--- config.mk ---
export PLATFORM = sky130hd
export DESIGN_NAME = mux_rr_arbiter
export DESIGN_NICKNAME = d
export VERILOG_FILES = /design/src/rtl/mux_arb_pkg.sv /design/src/rtl/rr_arb_core.sv /design/src/rtl/mux_rr_arbiter.sv
export SDC_FILE = /design/constraint.sdc
export NUM_CORES = 1
export LEC_CHECK = 0
export CORE_MARGIN = 2
export CORE_UTILIZATION = 38
export DETAILED_ROUTE_END_ITERATION = 7
export GPL_TIMING_DRIVEN = 1
export PLACE_DENSITY = 0.76
export SLEW_MARGIN = 30
export SYNTH_ARGS = -nofsm -noshare
export SYNTH_HDL_FRONTEND = slang
export SYNTH_SLANG_ARGS = --single-unit
--- constraint.sdc ---
create_clock -name i_Clk -period 2.8 [get_ports i_Clk]
set_input_delay 0.42 -clock i_Clk [delete_from_list [all_inputs] [get_ports i_Clk]]
set_output_delay 0.42 -clock i_Clk [all_outputs]
set_load 0.01 [all_outputs]
--- src/rtl/mux_arb_pkg.sv ---
// mux_arb_pkg: shared types and the round-robin pick function for mux_rr_arbiter.
// Requests are carried padded to 16 bits (the largest legal channel count);
// padding bits are always zero, so a 16-wide wrap search is identical to a
// search that wraps at the real channel count.
package mux_arb_pkg;

  localparam int MAX_CH    = 16;
  localparam int MAX_SEL_W = 4;

  typedef enum logic {
    IDLE   = 1'b0,
    LOCKED = 1'b1
  } lock_state_t;

  typedef struct packed {
    logic                 found;
    logic [MAX_SEL_W-1:0] idx;
  } rr_pick_t;

  // First set request strictly after ptr, ascending with wrap; ptr itself is checked last.
  function automatic rr_pick_t rr_pick(input logic [MAX_CH-1:0] req,
                                       input logic [MAX_SEL_W-1:0] ptr);
    rr_pick_t             res;
    logic [MAX_SEL_W-1:0] idx;
    res.found = 1'b0;
    res.idx   = {MAX_SEL_W{1'b0}};
    for (int i = 1; i <= MAX_CH; i++) begin
      idx = ptr + i[MAX_SEL_W-1:0];
      if (!res.found && req[idx]) begin
        res.found = 1'b1;
        res.idx   = idx;
      end else begin
        res = res;
      end
    end
    return res;
  endfunction

endpackage

--- src/rtl/rr_arb_core.sv ---
// rr_arb_core: combinational round-robin search over NUM_CH requests.
module rr_arb_core
  import mux_arb_pkg::*;
#(
  parameter int NUM_CH = 4,
  parameter int SEL_W  = $clog2(NUM_CH)
) (
  input  logic [NUM_CH-1:0] req,
  input  logic [SEL_W-1:0]  ptr,
  output logic              found,
  output logic [SEL_W-1:0]  grant
);

  logic [MAX_CH-1:0]    req_pad_s;
  logic [MAX_SEL_W-1:0] ptr_pad_s;
  rr_pick_t             pick_s;

  // Widen request vector and pointer to the package's fixed search width, then search.
  always_comb begin
    req_pad_s               = {MAX_CH{1'b0}};
    req_pad_s[NUM_CH-1:0]   = req;
    ptr_pad_s               = {MAX_SEL_W{1'b0}};
    ptr_pad_s[SEL_W-1:0]    = ptr;
    pick_s                  = rr_pick(req_pad_s, ptr_pad_s);
  end

  // Narrow the picked index back to SEL_W by matching it against each legal channel.
  always_comb begin
    found = pick_s.found;
    grant = {SEL_W{1'b0}};
    for (int k = 0; k < NUM_CH; k++) begin
      if (pick_s.idx == MAX_SEL_W'(k)) begin
        grant = SEL_W'(k);
      end else begin
        grant = grant;
      end
    end
  end

endmodule

--- src/rtl/mux_rr_arbiter.sv ---
// mux_rr_arbiter: NUM_CH-to-1 registered mux with round-robin arbitration and
// valid/ready flow control. Define MUX_ARB_LOCK_EN to add packet lock via i_Last.
module mux_rr_arbiter
  import mux_arb_pkg::*;
#(
  parameter int NUM_CH = 4,
  parameter int WIDTH  = 8,
  parameter int SEL_W  = $clog2(NUM_CH)
) (
  input  logic                    i_Clk,
  input  logic                    i_Rst_L,
  input  logic [NUM_CH-1:0]       i_Valid,
  input  logic [NUM_CH*WIDTH-1:0] i_Data,
`ifdef MUX_ARB_LOCK_EN
  input  logic [NUM_CH-1:0]       i_Last,
`endif
  output logic [NUM_CH-1:0]       o_Ready,
  output logic                    o_Valid,
  output logic [WIDTH-1:0]        o_Data,
  output logic [SEL_W-1:0]        o_Sel,
  input  logic                    i_Ready
);

  logic              valid_r;
  logic [WIDTH-1:0]  data_r;
  logic [SEL_W-1:0]  sel_r;
  logic [SEL_W-1:0]  ptr_r;

  logic              load_s;
  logic              found_s;
  logic [SEL_W-1:0]  pick_s;
  logic [SEL_W-1:0]  grant_s;
  logic              req_hit_s;
  logic              accept_s;
  logic [WIDTH-1:0]  data_sel_s;
  logic [NUM_CH-1:0] ready_s;

`ifdef MUX_ARB_LOCK_EN
  lock_state_t       state_r;
  lock_state_t       state_nxt_s;
  logic              valid_at_ptr_s;
  logic              last_sel_s;
`endif

  rr_arb_core #(
    .NUM_CH (NUM_CH),
    .SEL_W  (SEL_W)
  ) u_core (
    .req    (i_Valid),
    .ptr    (ptr_r),
    .found  (found_s),
    .grant  (pick_s)
  );

`ifdef MUX_ARB_LOCK_EN
  // Valid and end-of-packet flag of the locked channel / current grant.
  always_comb begin
    valid_at_ptr_s = 1'b0;
    last_sel_s     = 1'b0;
    for (int k = 0; k < NUM_CH; k++) begin
      if (ptr_r == SEL_W'(k)) begin
        valid_at_ptr_s = i_Valid[k];
      end else begin
        valid_at_ptr_s = valid_at_ptr_s;
      end
      if (grant_s == SEL_W'(k)) begin
        last_sel_s = i_Last[k];
      end else begin
        last_sel_s = last_sel_s;
      end
    end
  end
`endif

  // Grant selection: round-robin pick, overridden by the held channel while locked.
  always_comb begin
    load_s    = !valid_r || i_Ready;
    grant_s   = pick_s;
    req_hit_s = found_s;
`ifdef MUX_ARB_LOCK_EN
    if (state_r == LOCKED) begin
      grant_s   = ptr_r;
      req_hit_s = valid_at_ptr_s;
    end else begin
      grant_s   = pick_s;
      req_hit_s = found_s;
    end
`endif
    accept_s  = i_Rst_L && load_s && req_hit_s;
  end

  // One-hot ready to the granted channel and its data word for the output register.
  always_comb begin
    ready_s    = {NUM_CH{1'b0}};
    data_sel_s = {WIDTH{1'b0}};
    for (int k = 0; k < NUM_CH; k++) begin
      if (grant_s == SEL_W'(k)) begin
        ready_s[k] = accept_s;
        data_sel_s = i_Data[k*WIDTH +: WIDTH];
      end else begin
        ready_s[k] = 1'b0;
      end
    end
  end

  // Output register and round-robin pointer; a drain and a fill can share one edge.
  always_ff @(posedge i_Clk or negedge i_Rst_L) begin
    if (!i_Rst_L) begin
      valid_r <= 1'b0;
      data_r  <= {WIDTH{1'b0}};
      sel_r   <= {SEL_W{1'b0}};
      ptr_r   <= SEL_W'(NUM_CH - 1);
    end else if (accept_s) begin
      valid_r <= 1'b1;
      data_r  <= data_sel_s;
      sel_r   <= grant_s;
      ptr_r   <= grant_s;
    end else if (load_s) begin
      valid_r <= 1'b0;
    end else begin
      valid_r <= valid_r;
    end
  end

`ifdef MUX_ARB_LOCK_EN
  // Lock state register.
  always_ff @(posedge i_Clk or negedge i_Rst_L) begin
    if (!i_Rst_L) begin
      state_r <= IDLE;
    end else begin
      state_r <= state_nxt_s;
    end
  end

  // Lock next state: enter on a non-last beat, leave on the locked channel's last beat.
  always_comb begin
    state_nxt_s = state_r;
    case (state_r)
      IDLE: begin
        if (accept_s && !last_sel_s) state_nxt_s = LOCKED;
        else                         state_nxt_s = IDLE;
      end
      LOCKED: begin
        if (accept_s && last_sel_s) state_nxt_s = IDLE;
        else                        state_nxt_s = LOCKED;
      end
      default: state_nxt_s = IDLE;
    endcase
  end
`endif

  assign o_Ready = ready_s;
  assign o_Valid = valid_r;
  assign o_Data  = data_r;
  assign o_Sel   = sel_r;

endmodule

# == Word-level counts from Yosys, hierarchy flattened ==
# Index checks and enable logic that the tools add are counted.
# classes
magnitude_cmp,16
shift,0
mul,0
addsub,15
n_mux,61
reduce_logical,36
div_mod_pow,0
bitwise,0
n_eq_ne,6
# ops
cell,n
$mux 5,16
$lt 4x5->1 const B,15
$bmux 1 s4,15
$mux 8,4
$mux 1,23
$logic_and 1x1->1,17
$add 2x3->4 const B,4
$add 2x4->4 const B,4
$logic_not 1->1,16
$add 3x3->4 const B,2
$eq 4x2->1 const B,2
$add 2x2->3 const B,2
$lt 2x5->1 const B,1
$add 3x1->4 const B,1
$add 3x2->4 const B,1
$eq 2x2->1 const B,2
$eq 4x1->1 const B,1
$mux 2,2
$add 2x1->3 const B,1
$bmux 1 s2,1
$eq 2x1->1 const B,1
$logic_not 2->1,1
$reduce_bool 2->1,1
$logic_or 1x1->1,1
# word_totals
output_inout_bits,15
mem_bits_ro,0
ramBits,0
n_memories,0
wordCells,138
register_bits,13
inputBits,39
latch_bits,0

# == Logic depth before layout (Yosys ltp) ==
# Gate-level depths: netlist of the first run.
# logic_depth
ltp_word,58
ltp_mapped,13
depth_no_buf,8

# == By module ==
# From an unflattened synthesis of the first run, not the netlist that was laid out.
# hier_totals
cells_unflattened,84
hier_area_um2,1097.3
# modules_own_cells
mod,n_inst,cells_per_inst,area_each_um2,seq_area_each_um2
mux_rr_arbiter,1,46,764.5,327.8
rr_arb_core,1,38,332.8,0.0

# == Least setup slack after synthesis of the first run ==
# OpenSTA, ideal clock, no wires.
# synth_timing
kind,flip-flop to output port
start,register ptr_r[0]
end,output o_Ready[2]
required_time_ps,2380
setup_slack_ps,-374
path_buffers,4
path_stages_with_launch,13
arrival_ps,2754
cell_sequence,dfstp_2 -> buf_6 -> buf_12 -> inv_1 -> ha_1 -> buf_2 -> or4b_1 -> o41ai_1 -> a22oi_1 -> o221a_2 -> or3_1 -> buf_6 -> nor2_1
# synth_via
elab_chain_cells,55
elab_cells_between_ends,102
classes_between,add/sub (15); eq/ne (4); mux (52); reduce/logical (31)
# synth_lines
element,line_no,source
"start, declared",mux_rr_arbiter.sv:27,logic [SEL_W-1:0] ptr_r;
"start signal, assigned",mux_rr_arbiter.sv:112,ptr_r <= SEL_W'(NUM_CH - 1);
"start signal, assigned",mux_rr_arbiter.sv:117,ptr_r <= grant_s;
$add 2x1->3,mux_arb_pkg.sv:28,idx = ptr + i[MAX_SEL_W-1:0];
$bmux 1 s4,mux_arb_pkg.sv:29,if (!res.found && req[idx]) begin
$mux 1 (not written as such),mux_arb_pkg.sv:29,
$mux 5,mux_arb_pkg.sv:29,
$logic_not 1->1,mux_arb_pkg.sv:29,
$logic_and 1x1->1,mux_arb_pkg.sv:29,
$mux 5,mux_arb_pkg.sv:29,
$logic_not 1->1,mux_arb_pkg.sv:29,
[... 38 more ...],n/a,
$logic_not 1->1,mux_arb_pkg.sv:29,
$logic_and 1x1->1,mux_arb_pkg.sv:29,
$mux 5 *,mux_arb_pkg.sv:29,
$eq 4x1->1,rr_arb_core.sv:32,if (pick_s.idx == MAX_SEL_W'(k)) begin
$mux 1,rr_arb_core.sv:32,
$mux 2 (2 in a row),rr_arb_core.sv:32,
$eq 2x2->1,mux_rr_arbiter.sv:97,if (grant_s == SEL_W'(k)) begin
$mux 1 *,mux_rr_arbiter.sv:97,
"end, declared",mux_rr_arbiter.sv:17,"output logic [NUM_CH-1:0] o_Ready,"
# Every way passes the cells marked *; elsewhere a longest branch is shown, timed or not. The select of a mux whose other input is x is not followed.

# == Worst setup path in the final report of the first run ==
# layout_timing
start,register ptr_r[0]
end,output o_Ready[0]
# layout_via
elab_chain_cells,55
elab_cells_between_ends,102
classes_between,add/sub (15); eq/ne (3); mux (52); reduce/logical (32)
# layout_lines
element,line_no
$add 2x1->3,mux_arb_pkg.sv:28
$bmux 1 s4,mux_arb_pkg.sv:29
$mux 1 (not written as such),mux_arb_pkg.sv:29
$mux 5,mux_arb_pkg.sv:29
$logic_not 1->1,mux_arb_pkg.sv:29
$logic_and 1x1->1,mux_arb_pkg.sv:29
$mux 5,mux_arb_pkg.sv:29
$logic_not 1->1,mux_arb_pkg.sv:29
[... 38 more ...],n/a
$logic_not 1->1,mux_arb_pkg.sv:29
$logic_and 1x1->1,mux_arb_pkg.sv:29
$mux 5 *,mux_arb_pkg.sv:29
$eq 4x1->1,rr_arb_core.sv:32
$mux 1,rr_arb_core.sv:32
$mux 2 (2 in a row),rr_arb_core.sv:32
$logic_not 2->1,mux_rr_arbiter.sv:97
$mux 1 *,mux_rr_arbiter.sv:97
# Marks and branches as above.

==> out/summary.txt, run 1 <==
fraction of layout cells with a size suffix above 1: 37.4%
row count: 20
clk sink count: 13
final wirelength: 4330 um
Antenna Cells: 0
via count: 1356
Slew HR: 76.5%
number of I/O port buffers: 53
RSZ-0062 raised after global routing: yes
Hold Path Class: in2async
CP Cell Sequence: inv_6 -> ha_4 -> buf_4 -> inv_4 -> mux2_4 -> a222oi_1 -> buf_4 -> a2bb2oi_4 -> buf_6 -> nor2_2 -> buf_2
worst ir drop on vdd: 530 uV
r2r setup slk: -0.14 ns
Internal: 1.39 mW
final-layout fill cell count: 241
CP peak stage delay: 0.59 ns
Net Sw Power: 0.987 mW
die extent in x: 60.2 um
critical path arrival: 2.64 ns
number of synthesized flops with an enable pin: 0
switch share: 41.5%
part of the power in the clock network: 5.1%
Seq pwr share: 14.4%
PD cells: 1100 nW/um2
core area: 3030 um2
number of cells on the critical path: 11
PnR worst setup slack: -0.257 ns
vias in the first global route: 1389
Die Footprint: 3620 um2
Final Max Tran Viols: 0
CP Capture Type: primary output
#FFs+latches synth: 13
CP Launch Point: ptr_r[0]$_DFFE_PN1P_
FMAX: 327 MHz
CP Buf/Inv Count: 6
clk_lat worst skew: 0.28 ns
Clock transition at path regs: 0.09 ns
TritonCTS clock tree: yes
WL per Instance: 16.5 um
CP endpoint: o_Ready[0]
gr usage total: 24.0%
initial detailed-routing violation count: 61
crit share post-route: 109%
sequential area share after synthesis: 27.3%
Power Total: 2.37 mW
Post-Synthesis Cell Area: 1200 um2
failing checks: negative setup slack
nets: 261
Final Setup Violations: 12
Remaining DRCs: 0
synthesized netlist cell count: 127
Post-synth ARST share: 100%
Max-Cap Viols: 0
synthesized net count: 168
largest net degree at the start of global routing: 15
Final Critical Period: 3.06 ns
Post-Route Skew: 0.00714 ns
Hold Fails Final Rpt: 0
Most used DFF post-synth: dfrtp_1
dpl hpwl: 3420 um
number of library cell types mapped by synthesis: 42
CP Class: reg2out
DR pass1 iterations: 4
clk root buf: clkbuf_4
Post-DRT Antenna Nets: 0
Max Root-Sink Buffers: 2
largest fanout on the critical path: 4
Finished Core Util: 71.6%
Crit-path slowest cell: dfstp_2
Initial Util: 39.6%
mean number of vias per cell: 5.16
first-pass GRT wire length: 6440 um
Lkg Pwr: 0.963 nW
Reg-to-Reg End: o_Data[2]$_DFFE_PN0P_
Ports: 54
WP data required: 2.38 ns
H-tree Lvls: 1
initial antenna violation count: 0
reg2reg start: ptr_r[0]$_DFFE_PN1P_
cts bufs inserted: 3
CP most frequent cell: buf_4
grt total ovfl: 0
sum of negative setup slack: -1.58 ns
combinational power share: 80.5%
Die Height: 60.2 um
reg2reg path depth: 12
Ys Warns: 0
hold buffers post-CTS: 0
Critical Path Source Type: register
Synth Area per Inst: 9.45 um2
Routability Congestion: 0.879
Syn-to-layout area delta: 80.6%
transition time of the tightest slew-check pin: 0.345 ns
delay-heaviest family, CP: buffers and inverters
outcome: finished with violations
==> area by class of cell <==
cell class	count	area [um2]	area share, %
Timing Repair Buffer	99	888	41.0
Tap cell	44	55.1	2.54
Multi-Input combinational cell	98	841	38.8
Clock buffer	4	26.3	1.21
Sequential cell	13	328	15.1
Inverter	5	28.8	1.33
==> kinds of logic after synthesis <==
kind of cell	Yosys count	share of synthesized area, %
AO/OA/AOI/OAI	33	22.3
adder cells (fa/ha/maj)	2	2.09
buffers and inverters	16	12.4
flip-flops	13	27.3
multiplexers	22	19.5
AND/OR/NAND/NOR	41	16.4
==> worst min path at each step <==
stage / start / to / slack, ns / cells after the start
after floorplan: i_Rst_L / o_Data[0]$_DFFE_PN0P_ / 0.12 / 0
after global placement: o_Sel[0]$_DFFE_PN0P_ / o_Sel[0]$_DFFE_PN0P_ / 0.46 / 1
after detailed placement: o_Data[2]$_DFFE_PN0P_ / o_Data[2]$_DFFE_PN0P_ / 0.48 / 2
after CTS: o_Data[2]$_DFFE_PN0P_ / o_Data[2]$_DFFE_PN0P_ / 0.50 / 2
after global routing: i_Rst_L / o_Sel[1]$_DFFE_PN0P_ / 0.51 / 2
final: i_Rst_L / o_Data[6]$_DFFE_PN0P_ / 0.50 / 2
==> power groups by stage <==
stage	Combinational [mW]	Sequential, mW	Clock (mW)
after detailed placement	1.63	0.341	0
after CTS	1.79	0.340	0.124
after global routing	2.02	0.349	0.130
after floorplan	1.05	0.368	0
after global placement	1.60	0.333	0
final	1.91	0.342	0.120
==> per-stage QoR <==
step | hold WS (ns) | std cells | area, um2 | setup WS (ns)
floorplan | 0.124 | 127 | 1260 | -0.191
global placement | 0.464 | 252 | 2000 | -0.517
detailed placement | 0.478 | 252 | 2000 | -0.535
CTS | 0.501 | 260 | 2120 | -0.229
global route | 0.508 | 263 | 2170 | -0.317
finish | 0.498 | 263 | 2170 | -0.257
==> cells in the mapped netlist (3+ instances only) <==
library cell	number	share of area, %
nand2b_1	5	2.6
buf_6	3	2.8
dfrtp_1	11	23
o21ai_0	4	1.7
inv_1	5	1.6
nand2_1	14	4.4
mux2i_1	19	16
nor2_1	11	3.4
nor3_1	3	1.3
o221ai_1	8	5.8
==> flip-flops by register name, indices dropped and copies added (netlist names) <==
name,count
o_Data,8
o_Sel,2
o_Valid,1
ptr_r,2
==> metal layers <==
layer / global-route usage, % / part of all wire (%)
met1: 29.6 / 42
met2: 42.7 / 55
met3: 4.11 / 1.5
met4: 6.35 / 1.6
met5: 0 / 0
==> repair_timing <==
item	in CTS	in global routing
pin swaps	7	3
gates resized for setup	29	8
endpoints found under the setup margin	9	8
buffers inserted	4	3
==> cell usage in the layout (no fill, tap or decap), types with 2 or more instances in the layout <==
cell type,instances
nor2_1,7
mux2i_1,16
clkbuf_4,3
clkdlybuf4s50_1,48
a21oi_1,2
buf_6,6
nor2_4,3
mux2i_2,3
buf_4,43
nand2b_1,5
nor3_1,3
a21o_2,2
dfstp_2,2
o221ai_1,8
mux2_4,2
a41oi_2,2
inv_1,2
nand2_1,14
dfrtp_1,11
o21ai_0,4
nor4_1,2
inv_4,2
==> worst reg2reg max path: cells and delay by family, from the launching register on <==
kind / cells / cell delay [ns]
muxes: 2 / 0.56
adders and majority gates: 1 / 0.24
DFF: 1 / 0.59
buffers and inverters: 6 / 0.80
AOI/OAI and AO/OA: 3 / 0.63
No activity file was read; power rests on OpenSTA's default activity.
==> inputs of run 2 (changes only) <==
- CORE_MARGIN: 2 -> 3
==> run 2 against run 1 <==
The run still ends with negative setup slack left. Die area is 6.8% higher. Combinational power grew 12%. Clock power grew 3%. Final cell count down 3.4%. Non-clock buffer count shrank 7. Sequential share of layout area shrank 0.31 points. First-iteration DRC count rose by 69%. Wire length grew 4.1%. Critical path depth is 3 lower. Largest cell class is now multi-input gates. Largest power group unchanged.
==> out/summary.txt, run 2 (same netlist as run 1, synthesis figures left out) <==
Post-DRT Antenna Nets: 0
nets: 254
critical path arrival: 2.68 ns
CP Class: reg2out
Hold Fails Final Rpt: 0
CP Capture Type: primary output
Clock transition at path regs: 0.10 ns
Seq pwr share: 13.2%
combinational power share: 82.1%
die extent in x: 62.2 um
CP peak stage delay: 0.60 ns
Crit-path slowest cell: dfstp_2
row count: 19
failing checks: negative setup slack
initial antenna violation count: 0
worst slack, placed: -0.571 ns
CP Cell Sequence: buf_4 -> mux2_4 -> a41oi_1 -> nor2_1 -> o221a_2 -> or3_4 -> nor2_4 -> buf_6
commonest non-fill, non-tap cell in the layout: clkdlybuf4s50_1
Routability Congestion: 0.838
Post-Route Skew: 0.0103 ns
Hold Path Class: in2async
Slew HR: 71.9%
initial detailed-routing violation count: 103
Final Setup Violations: 9
cts bufs inserted: 3
TritonCTS clock tree: yes
FMAX: 322 MHz
max reg flops: 8
Final Max Tran Viols: 0
WL per Instance: 17.8 um
footprint of the multi-input gates: 905 um2
outcome: finished with violations
Antenna Cells: 0
Cells after DPL: 244
largest fanout on the critical path: 6
WP data required: 2.38 ns
Max-Cap Viols: 0
worst ir drop on vdd: 731 uV
mean number of vias per cell: 5.34
grt total ovfl: 0
Net Sw Power: 1.05 mW
crit share post-route: 111%
sum of negative setup slack: -1.09 ns
Power Total: 2.61 mW
CP Buf/Inv Count: 2
Remaining DRCs: 0
part of the power in the clock network: 4.8%
clk sink count: 13
Lkg Pwr: 0.938 nW
final-layout fill cell count: 184
first-pass GRT wire length: 6730 um
PnR worst setup slack: -0.302 ns
gr usage total: 21.5%
fraction of layout cells with a size suffix above 1: 37.7%
largest net degree at the start of global routing: 15
Critical Path Source Type: register
vias in the first global route: 1333
DR pass1 iterations: 4
Max Root-Sink Buffers: 2
via count: 1356
RSZ-0062 raised after global routing: yes
Die Height: 62.2 um
Ports: 54
dpl hpwl: 3170 um
Die Footprint: 3870 um2
delay-heaviest family, CP: simple AND/OR/NAND/NOR gates
final wirelength: 4510 um
core area: 2880 um2
Register Area: 328 um2
Final Critical Period: 3.10 ns
Finished Core Util: 76.9%
most frequent cells in the layout: 49 x clkdlybuf4s50_1, 33 x buf_4, 14 x nand2_1
H-tree Lvls: 1
Syn-to-layout area delta: 84.4%
switch share: 40.4%
clk root buf: clkbuf_4
number of I/O port buffers: 53
transition time of the tightest slew-check pin: 0.418 ns
Non-Filler Instances: 254
Initial Util: 41.7%
clk_lat worst skew: 0.29 ns
PD cells: 1180 nW/um2
Internal: 1.55 mW
run 2: changes by cell type in the layout (fill, tap and decap cells not counted), moves of 3 or more:
cell,change
buf_4,-10
inv_2,+3
o221ai_2,+3
mux2i_1,-4
mux2i_4,+6
o221ai_1,-3
run 2: final timing paths:
| path | to | slack [ns] | from | depth (start not counted) |
|---|---|---|---|---|
| max | o_Ready[3] | -0.30 | ptr_r[0]$_DFFE_PN1P_ | 8 |
| min | o_Data[4]$_DFFE_PN0P_ | 0.49 | i_Rst_L | 2 |
| max reg2reg | o_Data[1]$_DFFE_PN0P_ | -0.03 | ptr_r[0]$_DFFE_PN1P_ | 13 |
| min reg2reg | o_Sel[1]$_DFFE_PN0P_ | 0.49 | o_Sel[1]$_DFFE_PN0P_ | 2 |
| max in group asynchronous | ptr_r[0]$_DFFE_PN1P_ | 2.06 | i_Rst_L | 2 |
| min in group i_Clk | o_Sel[1]$_DFFE_PN0P_ | 0.49 | o_Sel[1]$_DFFE_PN0P_ | 2 |
run 2: power groups by stage:
stage / clock network (mW) / registers, mW / logic (mW)
3_3_place_gp: 0 / 0.339 / 1.53
3_5_place_dp: 0 / 0.338 / 1.56
5_1_grt: 0.134 / 0.354 / 2.27
4_1_cts: 0.125 / 0.338 / 1.73
2_1_floorplan: 0 / 0.368 / 1.05
6_report: 0.124 / 0.343 / 2.14
run 2: final cells by class:
cell class / count / area share [%]
clock buffer: 3 / 1.02
sequential: 13 / 14.8
inverter: 5 / 1.07
clock inverter: 1 / 0.226
tap: 42 / 2.38
timing repair buffer: 92 / 39.6
multi-input combinational: 98 / 40.9
run 2: through the flow:
stage / hold WS [ns] / cell area (um2)
after floorplan: 0.124 / 1260
after global placement: 0.463 / 1960
after detailed placement: 0.463 / 1960
after CTS: 0.491 / 2050
after global routing: 0.490 / 2210
final: 0.493 / 2210
run 2: metal layers:
layer / share of wire, % / routed length (um) / track usage, %
met1: 40 / 1820 / 28.2
met2: 51 / 2320 / 36.4
met3: 4.3 / 195 / 4.32
met4: 3.7 / 168 / 4.70
met5: 0 / 0 / 0
run 2: what timing repair did:
action	4_1_cts	5_1_grt
hold buffers	0	0
pin swaps	5	5
gates resized for setup	26	21
setup buffers	4	1
endpoints found under the setup margin	9	12
gates cloned	0	1
==> inputs of run 3 (changes only) <==
- CORE_UTILIZATION: 38 -> 45
- DONT_BUFFER_PORTS: unset -> 1
- PLACE_DENSITY: 0.76 -> 0.61
==> run 3 against run 2 <==
Sequential share of layout area up 8.9 points. The flow still finishes with violations (negative setup slack). Register-to-register slack gained 0.13 ns. Largest cell class unchanged. Hold slack lost 0.21 ns. Clock skew decreased by 0.0029 ns.
==> out/summary.txt, run 3 (same netlist as run 1, synthesis figures left out) <==
DR pass1 iterations: 4
via count: 1055
Slew HR: 61.9%
largest fanout on the critical path: 4
Final Max Tran Viols: 0
CP Capture Type: primary output
CP Class: reg2out
clk_lat worst skew: 0.28 ns
cts bufs inserted: 3
PnR worst setup slack: -0.0681 ns
Post-DRT Antenna Nets: 0
Cells after DPL: 155
Hold Fails Final Rpt: 0
Remaining DRCs: 0
worst ir drop on vdd: 849 uV
cell area after placement: 1240 um2
nets: 180
Lkg Pwr: 0.613 nW
Syn-to-layout area delta: 15.3%
die extent in x: 57.6 um
failing checks: negative setup slack
clk sink count: 13
largest net degree at the start of global routing: 15
most frequent cells in the layout: 19 x mux2i_1, 14 x nand2_1, 14 x buf_4
Die Height: 57.6 um
commonest non-fill, non-tap cell in the layout: mux2i_1
Non-Filler Instances: 168
clk root buf: clkbuf_4
PD cells: 1330 nW/um2
outcome: finished with violations
Die Footprint: 3320 um2
WL per Instance: 16.9 um
critical path arrival: 2.45 ns
fraction of layout cells with a size suffix above 1: 31.9%
Routability Congestion: 0.783
Clock transition at path regs: 0.08 ns
mean number of vias per cell: 6.28
TritonCTS clock tree: yes
WP data required: 2.38 ns
core area: 2500 um2
final instance area: 1380 um2
Initial Util: 48.0%
FMAX: 349 MHz
Max-Cap Viols: 0
H-tree Lvls: 1
Hold Path Class: in2reg
row count: 18
Critical Path Source Type: register
vias in the first global route: 1012
gr usage total: 18.1%
crit share post-route: 102%
Antenna Cells: 0
initial antenna violation count: 0
max reg flops: 8
RSZ-0062 raised after global routing: yes
Final Critical Period: 2.87 ns
Post-Route Skew: 0.00737 ns
Max Root-Sink Buffers: 2
grt total ovfl: 0
final wirelength: 2840 um
transition time of the tightest slew-check pin: 0.570 ns
final-layout fill cell count: 236
r2r setup slk: 0.10 ns
worst slack, placed: 0.0997 ns
Final Setup Violations: 3
first-pass GRT wire length: 4770 um
dpl hpwl: 2090 um
Ports: 54
initial detailed-routing violation count: 28
number of I/O port buffers: 0
run 3: final cells by class:
cell class                 instances  area, um2  area share [%]
clock buffer                       3       22.5            1.63
clock inverter                     1       5.00           0.362
inverter                           5       26.3            1.90
multi-input combinational         98        807            58.3
sequential                        13        328            23.7
tap                               30       37.5            2.71
timing repair buffer              18        158            11.4
run 3: critical path, cell delays in order (launching register included):
cell     delay (ns)
dfstp_2        0.41
buf_4          0.16
buf_4          0.13
buf_4          0.14
or4b_4         0.52
o41ai_2        0.06
a22oi_1        0.12
o221a_2        0.14
or3_4          0.37
nor2_4         0.12
run 3: path summary, 6_finish.rpt:
path,start,to,cells after the start
max reg2reg,ptr_r[0]$_DFFE_PN1P_,o_Data[7]$_DFFE_PN0P_,11
min reg2reg,o_Data[0]$_DFFE_PN0P_,o_Data[0]$_DFFE_PN0P_,2
min in group asynchronous,i_Rst_L,o_Sel[1]$_DFFE_PN0P_,1
max,ptr_r[0]$_DFFE_PN1P_,o_Ready[2],9
min,i_Rst_L,o_Valid$_DFFE_PN0P_,2
max in group asynchronous,i_Rst_L,ptr_r[1]$_DFFE_PN1P_,1
run 3: report_power, final:
| part | internal [mW] | leakage [nW] | switching (mW) | total (mW) |
|---|---|---|---|---|
| clock | 0.0529 | 0.0177 | 0.0607 | 0.114 |
| sequential | 0.284 | 0.156 | 0.0996 | 0.384 |
| combinational | 0.707 | 0.439 | 0.642 | 1.35 |
run 3: routing by layer:
| metal | global-route usage (%) | vias to the layer above | share of wire (%) |
|---|---|---|---|
| met5 | 0 | - | 0 |
| met3 | 6.90 | 2 | 9.1 |
| li1 | - | 500 | - |
| met1 | 22.9 | 510 | 40 |
| met2 | 30.3 | 43 | 50 |
| met4 | 1.99 | 0 | 0.35 |
run 3: per-stage QoR:
stage | power [mW] | TNS (ns) | hold WS (ns) | utilization [%]
finish | 1.85 | -0.166 | 0.287 | 55.4
global route | 2.00 | -0.507 | 0.289 | 55.4
CTS | 1.84 | -0.178 | 0.280 | 54.9
detailed placement | 1.51 | 0 | 0.125 | 49.7
global placement | 1.48 | 0 | 0.125 | 49.7
floorplan | 1.42 | -0.412 | 0.124 | -
run 3: timing repair:
action | 4_1_cts | 5_1_grt
setup endpoints to repair | 4 | 8
resized for setup | 6 | 2
hold buffers | 1 | 0
pin swaps | 4 | 1
hold endpoints to repair | 13 | 0
buffers inserted | 8 | 0
